===== src/rtl/coax_rx_bit_timer.sv =====
// coax_rx_bit_timer: receive-side bi-phase (Manchester) bit timing recovery.
// Locks onto mid-bit transitions, resyncs on each one and emits one strobe
// per recovered bit. Flags missing mid-bit transitions and drops lock after
// two consecutive misses.
//
// Ports:
//   clk              clock
//   reset            asynchronous, active-high reset
//   rx               line input, already synchronized to clk
//   active           high while locked to an incoming bit stream
//   bit_strobe       one-cycle pulse per recovered bit
//   bit_value        recovered bit (line level after mid-bit transition)
//   violation_strobe one-cycle pulse on a missing mid-bit transition
//   loss_strobe      one-cycle pulse on lock loss (return to IDLE)
//
// Optional build macro: COAX_RX_BIT_TIMER_DEGLITCH_EN
//   Adds a filter stage that rejects single-cycle rx pulses (+1 clk latency).

module coax_rx_bit_timer #(
    parameter int CLOCKS_PER_BIT = 8
) (
    input  logic clk,
    input  logic reset,
    input  logic rx,
    output logic active,
    output logic bit_strobe,
    output logic bit_value,
    output logic violation_strobe,
    output logic loss_strobe
);

    localparam int CW = $clog2(2 * CLOCKS_PER_BIT) + 1;

    // Mid-bit acceptance window and flywheel reload value.
    localparam logic [CW-1:0] WIN_LO  = CW'(3 * CLOCKS_PER_BIT / 4);
    localparam logic [CW-1:0] WIN_HI  = CW'(3 * CLOCKS_PER_BIT / 2 - 1);
    localparam logic [CW-1:0] CNT_FLY = CW'(CLOCKS_PER_BIT / 2);

    typedef enum logic {
        IDLE,
        LOCKED
    } state_t;

    state_t state_q, state_d;

    logic          rx_d_q;
    logic          rx_q_q;
    logic          lvl;
    logic          edge_seen;

    logic [CW-1:0] cnt_q, cnt_d;
    logic [1:0]    miss_q, miss_d;
    logic          active_q, active_d;
    logic          bstb_q, bstb_d;
    logic          bval_q, bval_d;
    logic          viol_q, viol_d;
    logic          loss_q, loss_d;

    logic          mid_ok;
    logic          timeout;

    // ---------------------------------------------------------------
    // Edge detection
    // ---------------------------------------------------------------
`ifdef COAX_RX_BIT_TIMER_DEGLITCH_EN
    logic rx_f_q;

    // rx_f follows rx_d only once rx_d has been stable for two clocks,
    // so a single-cycle pulse on rx never reaches the edge detector.
    always_ff @(posedge clk or posedge reset) begin
        if (reset) begin
            rx_d_q <= 1'b0;
            rx_f_q <= 1'b0;
            rx_q_q <= 1'b0;
        end else begin
            rx_d_q <= rx;
            if (rx == rx_d_q) begin
                rx_f_q <= rx_d_q;
            end
            rx_q_q <= rx_f_q;
        end
    end

    assign lvl = rx_f_q;
`else
    always_ff @(posedge clk or posedge reset) begin
        if (reset) begin
            rx_d_q <= 1'b0;
            rx_q_q <= 1'b0;
        end else begin
            rx_d_q <= rx;
            rx_q_q <= rx_d_q;
        end
    end

    assign lvl = rx_d_q;
`endif

    assign edge_seen = (lvl != rx_q_q);

    // The counter never exceeds WIN_HI while locked, so only the lower
    // bound of the window needs checking. An edge on the timeout cycle
    // lands inside the window and therefore wins over the flywheel.
    assign mid_ok  = edge_seen && (cnt_q >= WIN_LO);
    assign timeout = (cnt_q == WIN_HI);

    // ---------------------------------------------------------------
    // State register
    // ---------------------------------------------------------------
    always_ff @(posedge clk or posedge reset) begin
        if (reset) begin
            state_q <= IDLE;
        end else begin
            state_q <= state_d;
        end
    end

    // ---------------------------------------------------------------
    // Next-state logic
    // ---------------------------------------------------------------
    always_comb begin
        state_d = state_q;
        unique case (state_q)
            IDLE: begin
                if (edge_seen) begin
                    state_d = LOCKED;
                end
            end
            LOCKED: begin
                if (!mid_ok && timeout && (miss_q == 2'd1)) begin
                    state_d = IDLE;
                end
            end
            default: state_d = IDLE;
        endcase
    end

    // ---------------------------------------------------------------
    // Output / datapath next values
    // ---------------------------------------------------------------
    always_comb begin
        cnt_d    = cnt_q;
        miss_d   = miss_q;
        active_d = active_q;
        bstb_d   = 1'b0;
        bval_d   = bval_q;
        viol_d   = 1'b0;
        loss_d   = 1'b0;
        unique case (state_q)
            IDLE: begin
                cnt_d  = '0;
                miss_d = '0;
                // First edge after idle is taken as a mid-bit transition.
                if (edge_seen) begin
                    active_d = 1'b1;
                    bstb_d   = 1'b1;
                    bval_d   = lvl;
                end
            end
            LOCKED: begin
                if (mid_ok) begin
                    bstb_d = 1'b1;
                    bval_d = lvl;
                    cnt_d  = '0;
                    miss_d = '0;
                end else if (timeout) begin
                    viol_d = 1'b1;
                    if (miss_q == 2'd1) begin
                        active_d = 1'b0;
                        loss_d   = 1'b1;
                        cnt_d    = '0;
                        miss_d   = '0;
                    end else begin
                        // Continue as if a mid-bit had occurred at c=C.
                        cnt_d  = CNT_FLY;
                        miss_d = miss_q + 2'd1;
                    end
                end else begin
                    cnt_d = cnt_q + CW'(1);
                end
            end
            default: begin
                cnt_d  = '0;
                miss_d = '0;
            end
        endcase
    end

    // ---------------------------------------------------------------
    // Datapath registers
    // ---------------------------------------------------------------
    always_ff @(posedge clk or posedge reset) begin
        if (reset) begin
            cnt_q    <= '0;
            miss_q   <= '0;
            active_q <= 1'b0;
            bstb_q   <= 1'b0;
            bval_q   <= 1'b0;
            viol_q   <= 1'b0;
            loss_q   <= 1'b0;
        end else begin
            cnt_q    <= cnt_d;
            miss_q   <= miss_d;
            active_q <= active_d;
            bstb_q   <= bstb_d;
            bval_q   <= bval_d;
            viol_q   <= viol_d;
            loss_q   <= loss_d;
        end
    end

    assign active           = active_q;
    assign bit_strobe       = bstb_q;
    assign bit_value        = bval_q;
    assign violation_strobe = viol_q;
    assign loss_strobe      = loss_q;

endmodule


===== config.mk =====
export PLATFORM = sky130hd
export DESIGN_NAME = coax_rx_bit_timer
export DESIGN_NICKNAME = d
export VERILOG_FILES = /design/src/rtl/coax_rx_bit_timer.sv
export SDC_FILE = /design/constraint.sdc
export NUM_CORES = 1
export LEC_CHECK = 0
export BUFFER_PORTS_ARGS = -buffer_cell sky130_fd_sc_hd__buf_4
export CORE_AREA = 3 3 40 42
export CTS_CLUSTER_DIAMETER = 30
export CTS_CLUSTER_SIZE = 12
export DETAILED_ROUTE_END_ITERATION = 16
export DIE_AREA = 0 0 43 45
export GPL_ROUTABILITY_DRIVEN = 0
export PLACE_DENSITY = 0.7
export SLEW_MARGIN = 5
export SYNTH_ARGS = -nofsm -noshare
export SYNTH_HDL_FRONTEND = slang
export SYNTH_SLANG_ARGS = --single-unit

===== constraint.sdc =====
create_clock -name clk -period 2.2 [get_ports clk]
set_input_delay 0.44 -clock clk [delete_from_list [all_inputs] [get_ports clk]]
set_output_delay 0.44 -clock clk [all_outputs]
set_load 0.01 [all_outputs]

**Yosys cells after proc, flatten, opt, wreduce, memory -nomap -nowiden**

Cells that the tools add are included.

- Logic and storage cells: 57
- Register bits after elaboration: 15
- Output and inout bits: 5
- Input bits: 3

- Reduce and logical (&&, ||, !) cells: 6
- Eq/ne operators: 9
- Muxes and demuxes: 28
- $lt $le $gt $ge: 1
- Add/sub/neg operators: 2
- Bitwise gates (word level): 1

Operators by type and width:

| operator | count |
|---|---|
| $mux 1 | 16 |
| $mux 5 | 2 |
| $pmux 5 s2 | 1 |
| $pmux 1 s2 | 4 |
| $mux 2 | 3 |
| $ne 2x1->1 const B | 3 |
| $add 5x1->5 const B | 1 |
| $eq 5x4->1 const B | 1 |
| $ge 5x3->1 const B | 1 |
| $ne 2x2->1 const B | 2 |
| $pmux 2 s2 | 1 |
| $reduce_and 4->1 | 1 |
| $logic_and 1x1->1 | 3 |
| $mux 3 | 1 |
| $ne 3x1->1 const B | 1 |
| $add 2x1->2 const B | 1 |
| $eq 2x1->1 const B | 1 |
| $reduce_and 2->1 | 1 |
| $logic_not 1->1 | 1 |
| $ne 1x1->1 | 1 |
| $not 1->1 | 1 |

**Logic depth before layout (Yosys ltp)**

Gate-level depths: netlist of the first run.

- Word-level depth: 7
- Gate-level depth with buffers: 5
- Mapped depth without buffers: 5

**Least setup slack after synthesis of the first run**

OpenSTA, ideal clock, no wires.

- Kind: reg2reg
- Start: reg cnt_q[0]
- End: reg active_q (netlist: active)
- Setup slack: 712 ps
- Clock period less this slack: 1488 ps
- Cell stages (with the launch flop): 6
- Data required time: 2076 ps
- Arrival: 1365 ps
- Setup time: 124 ps
- Buffers on the path: 0
- Cell sequence: dfrtp_1 inv_1 ha_1 o21a_1 o31a_2 o31a_1

- Word-level cells in the longest chain between the ends: 4
- Elaborated cells on any way between the ends: 6
- Classes of those cells: order compare (1); eq/ne (3); reduce/logical (2)

Ends and longest elaborated chain:

| element | line | source |
|---|---|---|
| start, declared | 51 | `logic [CW-1:0] cnt_q, cnt_d;` |
| start signal, assigned | 202 | `cnt_q <= cnt_d;` |
| $ge 5x3->1 | 104 | `assign mid_ok = edge_seen && (cnt_q >= WIN_LO);` |
| $logic_and 1x1->1 | 104 |  |
| $ne 2x2->1 (no line) | -- |  |
| $reduce_and 4->1 (no line) * | -- |  |
| end signal, assigned | 204 | `active_q <= active_d;` |
| end, declared | 53 | `logic active_q, active_d;` |

Mark *: on every way between the ends. The rest lies on a longest branch, timed or not.
A chain may end at the register's enable or synchronous reset.

**Final worst setup path of the first run**

Same ends and word-level chain as after synthesis.

==> results of run 1 <==
## stage by stage
step,worst slack [ns],total power (W),hold WS [ns]
6_report,0.602,0.000890,0.198
4_1_cts,0.605,0.000899,0.216
2_1_floorplan,0.712,0.000647,0.341
5_1_grt,0.491,0.000962,0.232
3_3_place_gp,0.639,0.000741,0.419
3_5_place_dp,0.617,0.000743,0.432
## cell families after synthesis
group / Yosys count / share of synthesized area
AND/OR/NAND/NOR: 16 / 0.173
flip-flops: 15 / 0.565
AO/OA/AOI/OAI: 11 / 0.130
XOR/XNOR: 5 / 0.0659
buffers and inverters: 4 / 0.0283
adder cells (fa/ha/maj): 2 / 0.0377
## final timing paths
path / end / depth (start not counted) / from
worst max register to register: active / 5 / cnt_q[0]
max in group asynchronous: cnt_q[3] / 2 / reset
worst min-delay path: lvl / 2 / reset
min in group clk: lvl / 1 / rx
worst min register to register: rx_q_q / 0 / lvl
worst max-delay path: active / 5 / cnt_q[0]
## worst max-delay path: cells and delay by family, from the launching register on
| family | cells | cell delay (ns) |
|---|---|---|
| buffers and inverters | 1 | 0.06 |
| adder cells (fa/ha/maj) | 1 | 0.20 |
| flip-flops | 1 | 0.41 |
| AO/OA/AOI/OAI | 3 | 0.81 |
## metal layers
layer | track usage | up-vias | share of wire
met2 | 0.216 | 5 | 0.48
met3 | 0.0359 | 0 | 0.027
met1 | 0.168 | 208 | 0.49
met4 | 0.0361 | 0 | 0
met5 | 0 | - | 0
li1 | - | 216 | -
## registers in the layout, summed over array words and instances, names as in the netlist
| register | cells |
|---|---|
| rx_q_q | 1 |
| lvl | 1 |
| cnt_q | 5 |
| bit_value | 1 |
| state_q | 1 |
| violation_strobe | 1 |
| bit_strobe | 1 |
| active | 1 |
| loss_strobe | 1 |
| miss_q | 2 |
## final cells by class
| cell class | count | area (um2) | share of cell area |
|---|---|---|---|
| well taps | 15 | 18.8 | 0.0246 |
| flip-flops and latches | 15 | 375 | 0.492 |
| clock inverters | 1 | 5.00 | 0.00656 |
| repair buffers | 8 | 60.1 | 0.0787 |
| multi-input cells | 34 | 270 | 0.354 |
| clock buffers | 3 | 22.5 | 0.0295 |
| inverters | 3 | 11.3 | 0.0148 |
## layout by cell type (no fill, tap or decap), types with 2 or more instances in the layout
master / instances
buf_4: 8
clkbuf_4: 3
nor4_1: 3
a21boi_0: 3
xor2_1: 4
and4_1: 2
nor3_1: 3
ha_1: 2
nand3_1: 3
dfrtp_1: 15
inv_1: 3
## power groups by stage
stage          Combinational (W)  Clock [W]  Sequential [W]
6_report                0.000298   0.000153        0.000439
5_1_grt                 0.000338   0.000171        0.000453
4_1_cts                 0.000301   0.000158        0.000440
3_5_place_dp            0.000298          0        0.000445
3_3_place_gp            0.000301          0        0.000440
2_1_floorplan           0.000210          0        0.000437
==> summary.txt, run 1 <==
Status
  • Status: complete, no violations

Clock network
  • Number of gates resized after cts: 0
  • Hold-fix buffers at CTS: 0
  • CTS tree: yes
  • Clk sinks: 15
  • H-tree depth: 1
  • Post-CTS Setup Inserts: 0
  • Reg clk slew, reported paths: 0.09 ns
  • CTS Buffer Depth: 2
  • Number of buffers created by CTS: 3
  • CTS root buf: clkbuf_4
  • Worst-Skew Late Latency: 0.28 ns

Floorplanning
  • # rows: 13
  • Die height: 45 um
  • Top Ports: 8
  • Die Wd: 43 um
  • Core region area: 0.00128 mm2
  • Initial Utilization: 0.517
  • DIE AREA: 0.00194 mm2

Worst setup path
  • Worst endpoint data arrival time: 1.76 ns
  • Critical Path End Type: flop
  • CP Max Fanout: 7
  • Flop-to-flop setup slack: 0.60 ns
  • Worst setup SP type: flop
  • Crit-path cells: inv_1, ha_1, o21a_1, o31a_2, o31a_1
  • CP max stage cell: dfrtp_1
  • Critical path class: reg2reg
  • Worst path required time: 2.37 ns
  • Max incr delay on CP: 0.41 ns

Placed design
  • Placed cell count: 75
  • PortBufs: 7
  • Dpl cell area: 736 um2
  • DP HPWL: 803 um

Routing
  • WL/cell: 13.6 um
  • Initial drt markers: 8
  • DR pass1 iterations: 2
  • Remaining DRCs: 0
  • Vias: 429
  • ANT nets after route: 0
  • Vias/cell: 5.43
  • Total Wirelength: 1080 um

Power
  • Combinational share of power: 0.335
  • Switching Power: 0.000317 W
  • P_leak: 0.396 nW
  • Clk network pwr share: 0.172
  • Worst vdd rail ir drop: 0.557 mV
  • Internal power: 0.000572 W
  • Net Sw Frac: 0.357
  • Pwr dens: 1170 mW/mm2
  • Seq pwr share: 0.493

Synthesis
  • Syn nets: 58
  • Ys flop type: dfrtp_1
  • Yosys top cell area share: 0.565
  • Post-Syn Area: 664 um2
  • Number of synthesized flops with an enable pin: 0
  • Post-Syn Instances: 53
  • Seq/Total Area, Yosys: 0.565
  • Number of synthesized register bits: 15
  • Synth cell count leaders: dfrtp_1, xor2_1
  • Distinct cells, synth: 24
  • Post-synth ARST share: 1.00
  • Syn Area/Cell: 12.5 um2
  • Yosys top cell by area: dfrtp_1
  • Synth top area cells: dfrtp_1, xor2_1, ha_1
  • Most frequent cell after synthesis: dfrtp_1
  • Ys Warns: 0

GRT
  • Total grt overflow: 0
  • Largest net degree at the start of global routing: 16
  • Global-route wire length before repair: 1850 um
  • Vias in the first global route: 433
  • Initial antenna violation count: 0
  • GRT Total Usage: 0.130

Finish
  • Layout filler cell count: 108
  • Util after Layout: 0.594
  • ANT cells: 0
  • Nets@finish: 70
  • Non-filler cells, final: 79
  • Area growth syn-to-layout: 14.9%
  • Final Instance Area: 763 um2
  • Fraction of layout cells with a size suffix above 1: 0.250

STA
  • RSZ-0062 raised after global routing: no
  • Worst-Margin Slew: 0.539 ns
  • Fmax: 626 MHz
  • Final number of setup-violating endpoints: 0
  • Final Cycle Share: 0.726
  • Crit path time final: 1.60 ns
  • Rel. slew slack: 0.640
  • Hold Vio Cnt, Final: 0
  • Setup TNS: 0 ns
  • Fin Clk Skew: 0.00588 ns
  • Max-slew violation count: 0

Job
  • MaxCap Viol Count: 0

Hold path
  • Hold crit path type: in2async
No activity file was read; power rests on OpenSTA's default activity.
==> run 2, diff against run 1 <==
--- a/config.mk
+++ b/config.mk
@@ -6,11 +6,11 @@
 export NUM_CORES = 1
 export LEC_CHECK = 0
 export BUFFER_PORTS_ARGS = -buffer_cell sky130_fd_sc_hd__buf_4
-export CORE_AREA = 3 3 40 42
+export CORE_MARGIN = 3
+export CORE_UTILIZATION = 48
 export CTS_CLUSTER_DIAMETER = 30
 export CTS_CLUSTER_SIZE = 12
 export DETAILED_ROUTE_END_ITERATION = 16
-export DIE_AREA = 0 0 43 45
 export GPL_ROUTABILITY_DRIVEN = 0
 export PLACE_DENSITY = 0.7
 export SLEW_MARGIN = 5
==> constraint.sdc (replaced) <==
create_clock -name clk -period 1.4 [get_ports clk]
set_input_delay 0.28 -clock clk [delete_from_list [all_inputs] [get_ports clk]]
set_output_delay 0.28 -clock clk [all_outputs]
set_load 0.01 [all_outputs]
==> summary.txt, run 2 (synthesis gave the netlist of run 1 again) <==
Worst setup path
  • Critical Path End Type: flop
  • R2R Path Start: cnt_q[0]
  • Crit-path cells: inv_1, ha_2, o21a_1, o31a_4, o31a_1
  • CP max stage cell: dfrtp_1
  • R2R cell count: 5 (unchanged)
  • Max incr delay on CP: 0.37 ns (-0.04 ns)
  • Reg-to-Reg End: active
  • Crit. Startpoint: cnt_q[0]
  • CP Max Fanout: 7 (unchanged)
  • Flop-to-flop setup slack: -0.12 ns (-0.72 ns)
  • Worst Setup EP: active
  • Worst setup SP type: flop
  • Worst endpoint data arrival time: 1.69 ns (-0.07 ns)
  • Critical path class: reg2reg
  • Worst path required time: 1.57 ns (-0.80 ns)

GRT
  • Initial antenna violation count: 0 (unchanged)
  • GRT Total Usage: 0.190 (+0.0599)
  • Total grt overflow: 0 (unchanged)
  • Largest net degree at the start of global routing: 16 (unchanged)
  • Global-route wire length before repair: 2500 um (+35%)
  • Vias in the first global route: 527 (+22%)

Clock network
  • CTS tree: yes
  • Worst-Skew Late Latency: 0.29 ns (about the same)
  • Reg clk slew, reported paths: 0.09 ns (about the same)
  • Number of buffers created by CTS: 3 (unchanged)
  • CTS root buf: clkbuf_4
  • Clk sinks: 15 (unchanged)
  • CTS Buffer Depth: 2 (unchanged)
  • H-tree depth: 1 (unchanged)

STA
  • RSZ-0062 raised after global routing: yes
  • Rel. slew slack: 0.612 (-0.0286)
  • Setup WS post-layout: -0.118 ns (-0.721 ns)
  • Worst-Margin Slew: 0.582 ns (+0.0429 ns)
  • Fmax: 659 MHz (+5.2%)
  • Final Cycle Share: 1.08 (+0.358)
  • Hold Vio Cnt, Final: 0 (unchanged)
  • Crit path time final: 1.52 ns (-0.0794 ns)
  • Max-slew violation count: 0 (unchanged)
  • Final number of setup-violating endpoints: 9 (+9)
  • Fin Clk Skew: 0.0153 ns (+0.00937 ns)
  • Worst hold slack: 0.0377 ns (-0.160 ns)

Routing
  • Initial drt markers: 8 (unchanged)
  • DR pass1 iterations: 4 (+2)
  • Total Wirelength: 1560 um (+45%)
  • Vias/cell: 5.73 (+5.6%)
  • Vias: 516 (+20%)
  • Highest Signal Layer: met3
  • Metal3 WL: 101 um (+250%)
  • WL/cell: 17.4 um (+28%)
  • Metal1 wirelength: 597 um (+13%)
  • Metal2 WL: 862 um (+66%)
  • Remaining DRCs: 0 (unchanged)
  • ANT nets after route: 0 (unchanged)

Floorplanning
  • Core region area: 0.00120 mm2 (-6.5%)
  • Die height: 43.2 um (-4.0%)
  • # rows: 12 (-1)
  • Top Ports: 8 (unchanged)
  • DIE AREA: 0.00187 mm2 (-3.5%)
  • Initial Utilization: 0.553 (+0.0361)
  • Die Wd: 43.2 um (+0.48%)

Finish
  • Commonest non-fill, non-tap cell in the layout: buf_4
  • Final Instance Area: 908 um2 (+19%)
  • Commonest non-fill, non-tap cells in the layout: buf_4, dfrtp_1, xor2_1
  • ANT cells: 0 (unchanged)
  • Most flop-heavy register: cnt_q
  • Flip-flop count of the largest register after layout: 5 (unchanged)
  • Largest registers: cnt_q: 5 flops, miss_q: 2 flops
  • Fraction of layout cells with a size suffix above 1: 0.447 (+0.197)
  • Layout filler cell count: 85 (-21%)
  • Area growth syn-to-layout: 36.7%
  • Nets@finish: 82 (+17%)

Power
  • P_leak: 0.457 nW (+15%)
  • Worst vdd rail ir drop: 1.16 mV (+110%)
  • PnR Total Power: 0.00175 W (+96%)
  • Pwr dens: 1920 mW/mm2 (+65%)

Job
  • MaxCap Viol Count: 0 (unchanged)

Status
  • Status: complete, but fails checks
  • Violated checks: negative setup slack

Placed design
  • PortBufs: 7 (unchanged)
  • Dpl cell area: 822 um2 (+12%)
  • DP HPWL: 942 um (+17%)

Hold path
  • Hold crit path type: in2async
==> run 2: where the power goes <==
part | internal (W) | total (W) | switching, W
clock network | 0.000111 | 0.000248 | 0.000137
logic | 0.000458 | 0.000831 | 0.000373
registers | 0.000555 | 0.000668 | 0.000113
total | 0.00112 | 0.00175 | 0.000623
==> run 2: routing by layer <==
metal / track usage / vias to the layer above
li1: - / 241
met1: 0.211 / 262
met2: 0.336 / 13
met3: 0.0763 / 0
met4: 0.0361 / 0
met5: 0 / -
==> run 2: worst max-delay path, delay by kind of cell, from the launching register on <==
family | cells | cell delay, ns
buf+inv | 1 | 0.05
fa+ha+maj | 1 | 0.18
flops | 1 | 0.37
compound gates | 3 | 0.80
==> run 2: what timing repair did <==
| item | 4_1_cts | 5_1_grt |
|---|---|---|
| gates resized for setup | 5 | 6 |
| pin swaps | 5 | 4 |
| hold buffers | 0 | 0 |
| setup endpoints to repair | 10 | 12 |
| buffers inserted | 0 | 1 |
==> run 2: per-stage QoR <==
stage	worst slack, ns	cells	utilization	TNS, ns
detailed placement	-0.164	85	0.684	-0.897
global route	-0.184	90	0.756	-1.52
CTS	-0.0915	89	0.733	-0.283
global placement	-0.0944	85	0.684	-0.433
floorplan	-0.0872	53	-	-0.220
finish	-0.118	90	0.756	-0.470
==> run 2: area by class of cell <==
| type | instances | area (um2) | area share |
|---|---|---|---|
| flip-flops and latches | 15 | 375 | 0.413 |
| well taps | 14 | 17.5 | 0.0193 |
| inverters | 3 | 11.3 | 0.0124 |
| repair buffers | 20 | 154 | 0.169 |
| clock buffers | 4 | 26.3 | 0.0289 |
| multi-input cells | 34 | 324 | 0.357 |
==> run 2: worst min path at each step <==
stage | startpoint | to | slack [ns] | cells past startpoint
floorplan | reset | active | 0.18 | 1
global placement | reset | violation_strobe | 0.37 | 2
detailed placement | reset | loss_strobe | 0.36 | 2
CTS | reset | state_q | 0.04 | 2
global route | rx | lvl | 0.08 | 1
finish | reset | lvl | 0.04 | 2
==> run 3, diff against run 2 <==
==> constraint.sdc (replaced) <==
create_clock -name clk -period 1.4 [get_ports clk]
set_input_delay 0.07 -clock clk [delete_from_list [all_inputs] [get_ports clk]]
set_output_delay 0.07 -clock clk [all_outputs]
set_load 0.01 [all_outputs]
==> summary.txt, run 3 (synthesis gave the netlist of run 1 again) <==
Status
  • Status: complete, but fails checks
  • Violated checks: negative setup slack

Clock network
  • Number of buffers created by CTS: 3 (unchanged)
  • CTS tree: yes
  • Worst-Skew Late Latency: 0.29 ns (about the same)
  • CTS Buffer Depth: 2 (unchanged)
  • H-tree depth: 1 (unchanged)
  • Clk sinks: 15 (unchanged)
  • Reg clk slew, reported paths: 0.09 ns (about the same)
  • CTS root buf: clkbuf_4

STA
  • Crit path time final: 1.54 ns (+0.0224 ns)
  • Final number of setup-violating endpoints: 10 (+1)
  • Fin Clk Skew: 0.0122 ns (-0.00302 ns)
  • Setup WS post-layout: -0.141 ns (-0.0224 ns)
  • Max-slew violation count: 0 (unchanged)
  • Worst-Margin Slew: 0.582 ns (+0.000210 ns)
  • Rel. slew slack: 0.612 (about the same)
  • Hold Vio Cnt, Final: 0 (unchanged)
  • Fmax: 649 MHz (-1.5%)
  • RSZ-0062 raised after global routing: yes
  • Final Cycle Share: 1.10 (+0.0160)

Floorplanning
  • # rows: 12 (unchanged)
  • Die height: 43.2 um (unchanged)
  • Top Ports: 8 (unchanged)
  • Core region area: 0.00120 mm2 (unchanged)
  • Die Wd: 43.2 um (unchanged)
  • DIE AREA: 0.00187 mm2 (unchanged)
  • Initial Utilization: 0.553 (unchanged)

Finish
  • Fraction of layout cells with a size suffix above 1: 0.436 (-0.0115)
  • Commonest non-fill, non-tap cells in the layout: buf_4, dfrtp_1, xor2_1
  • Area growth syn-to-layout: 39.7%
  • Nets@finish: 84 (+2.4%)
  • Layout filler cell count: 81 (-4.7%)
  • Non-filler cells, final: 92 (+2.2%)
  • Most flop-heavy register: cnt_q
  • Util after Layout: 0.773 (+0.0167)
  • Final Instance Area: 928 um2 (+2.2%)
  • Largest registers: cnt_q: 5 flops, miss_q: 2 flops
  • Flip-flop count of the largest register after layout: 5 (unchanged)
  • ANT cells: 0 (unchanged)
  • Commonest non-fill, non-tap cell in the layout: buf_4

GRT
  • Total grt overflow: 0 (unchanged)
  • Vias in the first global route: 546 (+3.6%)
  • Largest net degree at the start of global routing: 16 (unchanged)
  • Global-route wire length before repair: 2570 um (+3.0%)
  • Initial antenna violation count: 0 (unchanged)
  • GRT Total Usage: 0.197 (+0.00699)

Worst setup path
  • Reg-to-Reg End: active
  • Flop-to-flop setup slack: -0.14 ns (-0.02 ns)
  • Critical path class: reg2reg
  • R2R cell count: 5 (unchanged)
  • R2R Path Start: cnt_q[0]
  • CP Max Fanout: 7 (unchanged)
  • Worst endpoint data arrival time: 1.71 ns (+0.02 ns)
  • Critical Path End Type: flop
  • Worst path required time: 1.57 ns (about the same)
  • Worst setup SP type: flop

Routing
  • Vias/cell: 5.60 (-2.4%)
  • ANT nets after route: 0 (unchanged)
  • DR pass1 iterations: 4 (unchanged)
  • Vias: 515 (-0.19%)
  • Initial drt markers: 6 (-2)
  • Total Wirelength: 1570 um (+0.19%)
  • Remaining DRCs: 0 (unchanged)
  • WL/cell: 17.0 um (-2.0%)

Power
  • Worst vdd rail ir drop: 1.18 mV (+1.4%)
  • Pwr dens: 1900 mW/mm2 (-1.3%)
  • P_leak: 0.464 nW (+1.5%)

Placed design
  • Dpl cell area: 822 um2 (unchanged)
  • PortBufs: 7 (unchanged)
  • Placed cell count: 85 (unchanged)
  • Dpl ws: -0.164 ns (unchanged)
  • DP HPWL: 942 um (unchanged)

Hold path
  • Hold crit path type: in2async

Job
  • MaxCap Viol Count: 0 (unchanged)
run 3: cell types whose count changed in the layout (fill, tap and decap cells not counted), sizes merged:
cell,previous run,this run
dlygate4sd3,0,2
run 3: cell type report:
| type | count | area [um2] | share of cell area |
|---|---|---|---|
| tap | 14 | 17.5 | 0.0189 |
| multi-input combinational | 34 | 324 | 0.349 |
| sequential | 15 | 375 | 0.404 |
| inverter | 3 | 11.3 | 0.0121 |
| timing repair buffer | 22 | 174 | 0.187 |
| clock buffer | 4 | 26.3 | 0.0283 |
run 3: routing by layer:
layer  share of wire  global-route usage  routed length (um)
met1            0.43               0.238                 668
met2            0.52               0.313                 821
met3           0.038              0.0763                  59
met4          0.0089              0.0723                  14
met5               0                   0                   0
run 3: stage by stage:
step / total power (W) / hold WS, ns / setup TNS, ns
after global routing: 0.00188 / 0.429 / -1.69
after floorplan: 0.00102 / -0.0285 / -0.220
after global placement: 0.00133 / 0.155 / -0.433
after CTS: 0.00167 / 0.385 / -0.283
final: 0.00176 / 0.389 / -0.717
after detailed placement: 0.00134 / 0.151 / -0.897
run 3: report_power, final:
group	switching (W)	total, W	internal (W)
Sequential	0.000115	0.000670	0.000555
Combinational	0.000382	0.000846	0.000464
Clock	0.000135	0.000246	0.000111
Total	0.000633	0.00176	0.00113
run 3: how the worst max path moves through the flow:
stage,start,to,slack (ns)
4_1_cts,cnt_q[0],active,-0.09
2_1_floorplan,cnt_q[0],active,-0.09
3_5_place_dp,cnt_q[0],active,-0.16
6_report,cnt_q[0],active,-0.14
3_3_place_gp,cnt_q[0],active,-0.09
5_1_grt,cnt_q[0],active,-0.19
run 3: worst max-delay path, stage by stage (launching register included):
cell and delay (ns):
dfrtp_1 0.38, inv_1 0.05, ha_2 0.18, o21a_1 0.21, o31a_4 0.33, o31a_1 0.28
run 3: repair_timing:
| action | 4_1_cts | 5_1_grt |
|---|---|---|
| hold endpoints to repair | 16 | 0 |
| endpoints found under the setup margin | 10 | 12 |
| buffers inserted | 0 | 2 |
| gates resized for setup | 5 | 6 |
| pin swaps | 5 | 4 |
| hold buffers | 2 | 0 |
